$ cat src/rtl/mips_defs.sv
// Shared encodings for the multi-cycle MIPS control path: opcodes, functs,
// ALU operation codes and the controller state encoding.
package mips_defs;

    localparam logic [5:0] OP_RTYPE = 6'b000000;
    localparam logic [5:0] OP_LW    = 6'b100011;
    localparam logic [5:0] OP_SW    = 6'b101011;
    localparam logic [5:0] OP_BEQ   = 6'b000100;
    localparam logic [5:0] OP_ADDI  = 6'b001000;
    localparam logic [5:0] OP_J     = 6'b000010;

    localparam logic [5:0] FUNCT_ADD = 6'b100000;
    localparam logic [5:0] FUNCT_SUB = 6'b100010;
    localparam logic [5:0] FUNCT_AND = 6'b100100;
    localparam logic [5:0] FUNCT_OR  = 6'b100101;
    localparam logic [5:0] FUNCT_SLT = 6'b101010;

    localparam logic [1:0] ALUOP_ADD   = 2'b00;
    localparam logic [1:0] ALUOP_SUB   = 2'b01;
    localparam logic [1:0] ALUOP_FUNCT = 2'b10;

    localparam logic [2:0] ALU_AND = 3'b000;
    localparam logic [2:0] ALU_OR  = 3'b001;
    localparam logic [2:0] ALU_ADD = 3'b010;
    localparam logic [2:0] ALU_SUB = 3'b110;
    localparam logic [2:0] ALU_SLT = 3'b111;

    localparam logic [3:0] S_FETCH    = 4'd0;
    localparam logic [3:0] S_DECODE   = 4'd1;
    localparam logic [3:0] S_MEMADR   = 4'd2;
    localparam logic [3:0] S_MEMRD    = 4'd3;
    localparam logic [3:0] S_MEMWB    = 4'd4;
    localparam logic [3:0] S_MEMWR    = 4'd5;
    localparam logic [3:0] S_EXECUTE  = 4'd6;
    localparam logic [3:0] S_ALUWB    = 4'd7;
    localparam logic [3:0] S_BRANCH   = 4'd8;
    localparam logic [3:0] S_ADDIEXEC = 4'd9;
    localparam logic [3:0] S_ADDIWB   = 4'd10;
    localparam logic [3:0] S_JUMP     = 4'd11;

    function automatic logic op_supported(input logic [5:0] op);
        return (op == OP_RTYPE) || (op == OP_LW) || (op == OP_SW) ||
               (op == OP_BEQ) || (op == OP_ADDI) || (op == OP_J);
    endfunction

endpackage

$ cat src/rtl/alu_decoder.sv
// ALU control decode: fixed add/sub from the FSM, or funct-driven for R-type.
module alu_decoder
    import mips_defs::*;
(
    input  logic [1:0] aluop,
    input  logic [5:0] funct,
    output logic [2:0] alucontrol
);

    always_comb begin
        // NOTE: assign a default first in every combinational block so no path can infer a latch.
        alucontrol = ALU_AND;
        case (aluop)
            ALUOP_ADD: alucontrol = ALU_ADD;
            ALUOP_SUB: alucontrol = ALU_SUB;
            ALUOP_FUNCT: begin
                case (funct)
                    FUNCT_ADD: alucontrol = ALU_ADD;
                    FUNCT_SUB: alucontrol = ALU_SUB;
                    FUNCT_AND: alucontrol = ALU_AND;
                    FUNCT_OR:  alucontrol = ALU_OR;
                    FUNCT_SLT: alucontrol = ALU_SLT;
                    default:   alucontrol = ALU_AND;
                endcase
            end
            default: alucontrol = ALU_AND;
        endcase
    end

endmodule

$ cat src/rtl/multicycle_controller.sv
// Moore FSM sequencing fetch/decode/execute/memory/writeback for the
// multi-cycle MIPS datapath on a unified memory with a ready handshake.
module multicycle_controller
    import mips_defs::*;
#(
    parameter int STATE_W = 4
) (
    input  logic               clk,
    input  logic               rst,
    input  logic [5:0]         op,
    input  logic [5:0]         funct,
    input  logic               zero,
    input  logic               mem_ready,
    output logic               iord,
    output logic               irwrite,
    output logic               memwrite,
    output logic               pcen,
    output logic               regwrite,
    output logic               regdst,
    output logic               memtoreg,
    output logic               alusrca,
    output logic [1:0]         alusrcb,
    output logic [1:0]         pcsrc,
    output logic [2:0]         alucontrol,
    output logic               instr_done,
    output logic               illegal_op,
    output logic [STATE_W-1:0] state
);

    logic [STATE_W-1:0] state_q, state_d;
    logic               is_store_q;
    logic [1:0]         aluop;
    logic [2:0]         alu_dec;
    logic               alu_used, pcwrite, branch;

    alu_decoder u_alu_decoder (
        .aluop      (aluop),
        .funct      (funct),
        .alucontrol (alu_dec)
    );

    always_ff @(posedge clk) begin
        // NOTE: sequential state uses non-blocking assignments only.
        if (rst) begin
            state_q    <= S_FETCH;
            is_store_q <= 1'b0;
        end else begin
            state_q <= state_d;
            // Remember lw vs sw so op is looked at only while decoding.
            if (state_q == S_DECODE) is_store_q <= (op == OP_SW);
        end
    end

    always_comb begin
        state_d = state_q;
        case (state_q)
            S_FETCH:    if (mem_ready) state_d = S_DECODE;
            S_DECODE: begin
                case (op)
                    OP_LW, OP_SW: state_d = S_MEMADR;
                    OP_RTYPE:     state_d = S_EXECUTE;
                    OP_BEQ:       state_d = S_BRANCH;
                    OP_ADDI:      state_d = S_ADDIEXEC;
                    OP_J:         state_d = S_JUMP;
                    default:      state_d = S_FETCH;
                endcase
            end
            S_MEMADR:   state_d = is_store_q ? S_MEMWR : S_MEMRD;
            S_MEMRD:    if (mem_ready) state_d = S_MEMWB;
            S_MEMWR:    if (mem_ready) state_d = S_FETCH;
            S_EXECUTE:  state_d = S_ALUWB;
            S_ADDIEXEC: state_d = S_ADDIWB;
            default:    state_d = S_FETCH;
        endcase
    end

    always_comb begin
        iord       = 1'b0;
        irwrite    = 1'b0;
        memwrite   = 1'b0;
        regwrite   = 1'b0;
        regdst     = 1'b0;
        memtoreg   = 1'b0;
        alusrca    = 1'b0;
        alusrcb    = 2'b00;
        pcsrc      = 2'b00;
        instr_done = 1'b0;
        illegal_op = 1'b0;
        aluop      = ALUOP_ADD;
        alu_used   = 1'b0;
        pcwrite    = 1'b0;
        branch     = 1'b0;
        case (state_q)
            S_FETCH: begin
                alusrcb  = 2'b01;
                alu_used = 1'b1;
                irwrite  = mem_ready;
                pcwrite  = mem_ready;
            end
            S_DECODE: begin
                alusrcb    = 2'b11;
                alu_used   = 1'b1;
                illegal_op = !op_supported(op);
            end
            S_MEMADR, S_ADDIEXEC: begin
                alusrca  = 1'b1;
                alusrcb  = 2'b10;
                alu_used = 1'b1;
            end
            S_MEMRD: iord = 1'b1;
            S_MEMWB: begin
                regwrite   = 1'b1;
                memtoreg   = 1'b1;
                instr_done = 1'b1;
            end
            S_MEMWR: begin
                iord       = 1'b1;
                memwrite   = 1'b1;
                instr_done = mem_ready;
            end
            S_EXECUTE: begin
                alusrca  = 1'b1;
                aluop    = ALUOP_FUNCT;
                alu_used = 1'b1;
            end
            S_ALUWB: begin
                regwrite   = 1'b1;
                regdst     = 1'b1;
                instr_done = 1'b1;
            end
            S_BRANCH: begin
                alusrca    = 1'b1;
                aluop      = ALUOP_SUB;
                alu_used   = 1'b1;
                pcsrc      = 2'b01;
                branch     = 1'b1;
                instr_done = 1'b1;
            end
            S_ADDIWB: begin
                regwrite   = 1'b1;
                instr_done = 1'b1;
            end
            S_JUMP: begin
                pcsrc      = 2'b10;
                pcwrite    = 1'b1;
                instr_done = 1'b1;
            end
            default: ;
        endcase

        alucontrol = alu_used ? alu_dec : 3'b000;
        pcen       = pcwrite | (branch & zero);
        state      = state_q;

        // Reset blanks every strobe so nothing is written while held in reset.
        if (rst) begin
            iord       = 1'b0;
            irwrite    = 1'b0;
            memwrite   = 1'b0;
            pcen       = 1'b0;
            regwrite   = 1'b0;
            regdst     = 1'b0;
            memtoreg   = 1'b0;
            alusrca    = 1'b0;
            alusrcb    = 2'b00;
            pcsrc      = 2'b00;
            alucontrol = 3'b000;
            instr_done = 1'b0;
            illegal_op = 1'b0;
            state      = '0;
        end
    end

endmodule

$ cat config.mk
export PLATFORM = sky130hd
export DESIGN_NAME = multicycle_controller
export DESIGN_NICKNAME = d
export VERILOG_FILES = /design/src/rtl/mips_defs.sv /design/src/rtl/alu_decoder.sv /design/src/rtl/multicycle_controller.sv
export SDC_FILE = /design/constraint.sdc
export NUM_CORES = 1
export LEC_CHECK = 0
export ABC_AREA = 1
export CAP_MARGIN = 10
export CELL_PAD_IN_SITES_DETAIL_PLACEMENT = 1
export CELL_PAD_IN_SITES_GLOBAL_PLACEMENT = 1
export CORE_MARGIN = 10
export CORE_UTILIZATION = 20
export CTS_BUF_LIST = sky130_fd_sc_hd__clkbuf_4 sky130_fd_sc_hd__clkbuf_8 sky130_fd_sc_hd__clkbuf_16
export DETAILED_ROUTE_END_ITERATION = 8
export PLACE_DENSITY_LB_ADDON = 0.1
export SYNTH_ARGS = -nofsm -noshare
export SYNTH_HDL_FRONTEND = slang
export SYNTH_SLANG_ARGS = --single-unit
$ cat constraint.sdc
create_clock -name clk -period 1.3 [get_ports clk]
set_clock_uncertainty 0.1 [all_clocks]
set_input_delay 0.26 -clock clk [delete_from_list [all_inputs] [get_ports clk]]
set_output_delay 0.26 -clock clk [all_outputs]
set_load 0.03 [all_outputs]
== Word-level counts from Yosys, hierarchy flattened ==
Cells that the tools add are included.
Word-level totals
  bits in registers: 5
  input bits: 16
  output and inout port bits: 21
  word-level logic and storage cells: 84
Operators by class
  equal/unequal tests: 25
  multiplexer cells: 38
  bitwise logic cells: 2
  reductions and logical operators: 17
Operators with widths (number)
  $eq A6 B6 Y1 const B: 6
  $pmux W4 S7: 1
  $mux W1: 20
  $pmux W4 S5: 1
  $eq A4 B3 Y1 const B: 4
  $eq A4 B4 Y1 const B: 4
  $mux W4: 4
  $pmux W3 S4: 1
  $mux W3: 3
  $pmux W3 S3: 1
  $eq A4 B2 Y1 const B: 2
  $pmux W2 S2: 2
  $eq A6 B2 Y1 const B: 1
  $eq A6 B3 Y1 const B: 1
  $eq A6 B4 Y1 const B: 1
  $logic_not A6 Y1: 1
  $ne A2 B2 Y1 const B: 3
  $pmux W2 S3: 1
  $reduce_or A2 Y1: 3
  $reduce_or A6 Y1: 1
  $logic_or A1 B1 Y1: 5
  $reduce_or A5 Y1: 1
  $eq A4 B1 Y1 const B: 1
  $logic_not A4 Y1: 1
  11 further kinds: 13

== Longest topological paths before layout ==
  word-level depth: 9
  mapped depth: 9
  depth with buffers taken out: 9

== By module ==
Synthesis repeated with hierarchy kept, for this count alone.
Second synthesis, totals
  cell total of the unflattened synthesis: 157
  area, all modules: 784.5 um^2
By module, submodules not included
  multicycle_controller: times used 1, cells each 134, area each 676.9 um^2, sequential area each 100.1 um^2
  alu_decoder: times used 1, cells each 23, area each 107.6 um^2, sequential area each 0.0 um^2

== Worst setup path after synthesis ==
OpenSTA, ideal clock, no wires.
  kind: input port to output port
  from: input port rst
  to: output port illegal_op
  data arrival time: 1.343 ns
  required time: 0.940 ns
  setup slack: -0.403 ns
  stages on the path: 4
  buffers on the path: 1
  path through: clkbuf_1 inv_1 nand4_1 nor3_1
Between the ends
  cells in the longest elaborated chain, start to end: 1
Ends and longest elaborated chain
  start, declared: line multicycle_controller.sv:9  | input logic rst,
  $mux W1: line multicycle_controller.sv:156  | if (rst) begin
  end, declared: line multicycle_controller.sv:26  | output logic illegal_op,
No other way between the ends.

== Worst setup path after layout ==
  from: input port funct[1]
  to: output port alucontrol[0]
Between the ends
  cells in the longest elaborated chain, start to end: 5
  elaborated cells on any way between the ends: 8
  those cells by class: 4 x eq/ne; 4 x mux
Ends and longest elaborated chain
  start, declared: line multicycle_controller.sv:11  | input logic [5:0] funct,
  $eq A6 B6 Y1: line alu_decoder.sv:17  | case (funct)
  $pmux W3 S4 (*): line alu_decoder.sv:17
  $pmux W3 S3 (*): line alu_decoder.sv:13  | case (aluop)
  $mux W3 (*): line multicycle_controller.sv:151  | alucontrol = alu_used ? alu_dec : 3'b000;
  $mux W3 (*): line multicycle_controller.sv:156
  end, declared: line multicycle_controller.sv:24  | output logic [2:0] alucontrol,
Every way passes the cells marked *; elsewhere a longest branch is shown, timed or not.

==> reports/metrics.csv <==
metric,value,unit
final_nets,250,
pin_count,37,
viasPerCell,4.88,
placed_cells,256,
initial_utilization,21.4,%
finalHoldViolations,0,
num-fill-cells,370,
antenna_cells,0,
cts_root_buf,clkbuf_4,
die_w,77.9,µm
avgSynthCellArea,4.76,µm²
wl_per_cell,20.4,µm
die_y,77.9,µm
clock_latency,0.26,ns
wirelength,5.64,mm
hold_slack,0.402,ns
hold_path_class,in -> reg,
slew_headroom,84.2,%
drtPass1Iterations,4,
antenna_found_initial,0,
synthCells,141,
dp_hpwl,2.92,mm
powerDensity,505,mW/mm²
final_cells,277,
crit_type,in -> out,
cap_violations,0,
cts_buffers,3,
grt_pass1_vias,1445,
path_max_fanout,2,
drt_iter0_markers,38,
core_area,0.00313,mm²
period_minus_slack,1.93,ns
rsz0062_at_grt,yes,
setup_viol_count_final,25,
period_share,149,%
htreeDepth,1,
cts_hold_buffers,0,
route.detailed.drc,0,
cp-start-kind,primary input,
row_count,20,
drtAntennaViolNets,0,
worstMarginPinSlew,0.236,ns
synthesis.area,671,µm²
maxSlewViolCount,0,
fin_util,66.6,%
crit_path_end_kind,output port,
arrival,1.57,ns
p_total,0.00105,W
grt_usage,13.6,%
failed_checks,setup timing,
synth_cell_types,18,
grt_pass1_wl,6.92,mm
grt-ovfl-total,0,
io_buffers,36,
ys_seq_area_share,14.9,%
final_common_cell,buf_6,
cts_max_path_buffers,2,
place_congestion,0.821,
syn2layout_area_growth,211,%
fmax,0.518,GHz
cts.sinks,5,
fp.dieArea,0.00607,mm²
synth-seq-cells,5,
crit_required,0.94,ns
syn-num-nets,157,
setup_ws,-0.632,ns
grt_max_degree,12,
outcome,"finished, violations left",
layout_common_cells,"buf_6 (39), buf_4 (34), nor2_4 (27), nand2_1 (21), nand2_2 (13)",
drive_above_1_share,69.1,%
cts_tree,yes,
peakVddDrop,580,µV
yosys_warnings,0,
clk_pin_slew,0.05,ns
p_leak,0.964,nW
vias,1353,
-- cell usage after synthesis --
library cell,instances,area share [%]
o21ai_1,1,0.75
dfxtp_1,5,15
buf_1,1,0.56
clkbuf_1,1,0.56
nand4_1,4,3.7
nor2_1,34,19
nand3b_1,1,1.1
inv_2,5,2.8
nand3_1,11,8.2
a31oi_1,2,1.9
nor2_2,3,2.8
o21ai_0,5,3.7
clkinv_1,1,0.56
or2_0,1,0.93
a21oi_1,5,3.7
inv_1,14,7.8
nor3_1,3,2.2
nand2_1,44,25
-- flip-flops by register name, indices dropped and copies added (netlist names) --
name and cells:
state_q 4, is_store_q 1
-- stage by stage --
stage | setup slack, ns | area, µm² | setup TNS, ns
after floorplan | -0.147 | 835 | -1.41
after global placement | -0.645 | 1480 | -9.45
after detailed placement | -0.704 | 1480 | -10.24
after CTS | -0.475 | 1830 | -7.08
after global routing | -0.714 | 2080 | -10.92
final | -0.632 | 2080 | -9.57
-- routing by layer --
metal / vias to the layer above / part of all wire, % / track usage [%]
li1: 627 / - / -
met1: 666 / 41 / 14.3
met2: 48 / 53 / 25.9
met3: 12 / 3.9 / 3.46
met4: 0 / 1.7 / 3.76
met5: - / 0 / 0
-- final timing paths --
path	startpoint	end	slack [ns]	cells past startpoint
hold reg to reg	is_store_q	is_store_q	0.50	2
setup / recovery	funct[1]	alucontrol[0]	-0.63	9
setup reg to reg	state_q[1]	state_q[1]	-0.16	11
hold / removal	op[3]	is_store_q	0.40	3
-- cell families (layout without fill, tap and decap cells) --
| logic type | after synthesis | count (layout) | synth area share, % |
|---|---|---|---|
| compound gates | 13 | 13 | 10.1 |
| buf+inv | 22 | 114 | 12.3 |
| flops | 5 | 5 | 14.9 |
| simple gates | 101 | 101 | 62.7 |
-- power breakdown --
part	leakage [nW]	total [W]	switching (W)	internal, W
Clock	0.0184	0.000218	0.0000803	0.000138
Sequential	0.0437	0.000201	0.0000385	0.000163
Combinational	0.902	0.000633	0.000342	0.000291
-- final cells by class --
cell class	count	area [µm²]	area share [%]
timing repair buffer	90	866	41.5
tap	44	55.1	2.64
sequential	5	115	5.52
clock buffer	4	30.0	1.44
multi-input combinational	114	928	44.5
inverter	20	90.1	4.32
-- critical path: stages --
cell	delay, ns
clkdlybuf4s15_1	0.21
inv_1	0.08
or2_0	0.23
nor2_1	0.20
nand2_1	0.11
o21ai_0	0.11
nand2_1	0.12
nor2_4	0.12
buf_6	0.13
-- what timing repair did --
action	in CTS	in global routing
setup buffers	13	10
pin swaps	18	26
setup endpoints to repair	25	25
resized for setup	92	51
(Power assumes the default switching activity.)
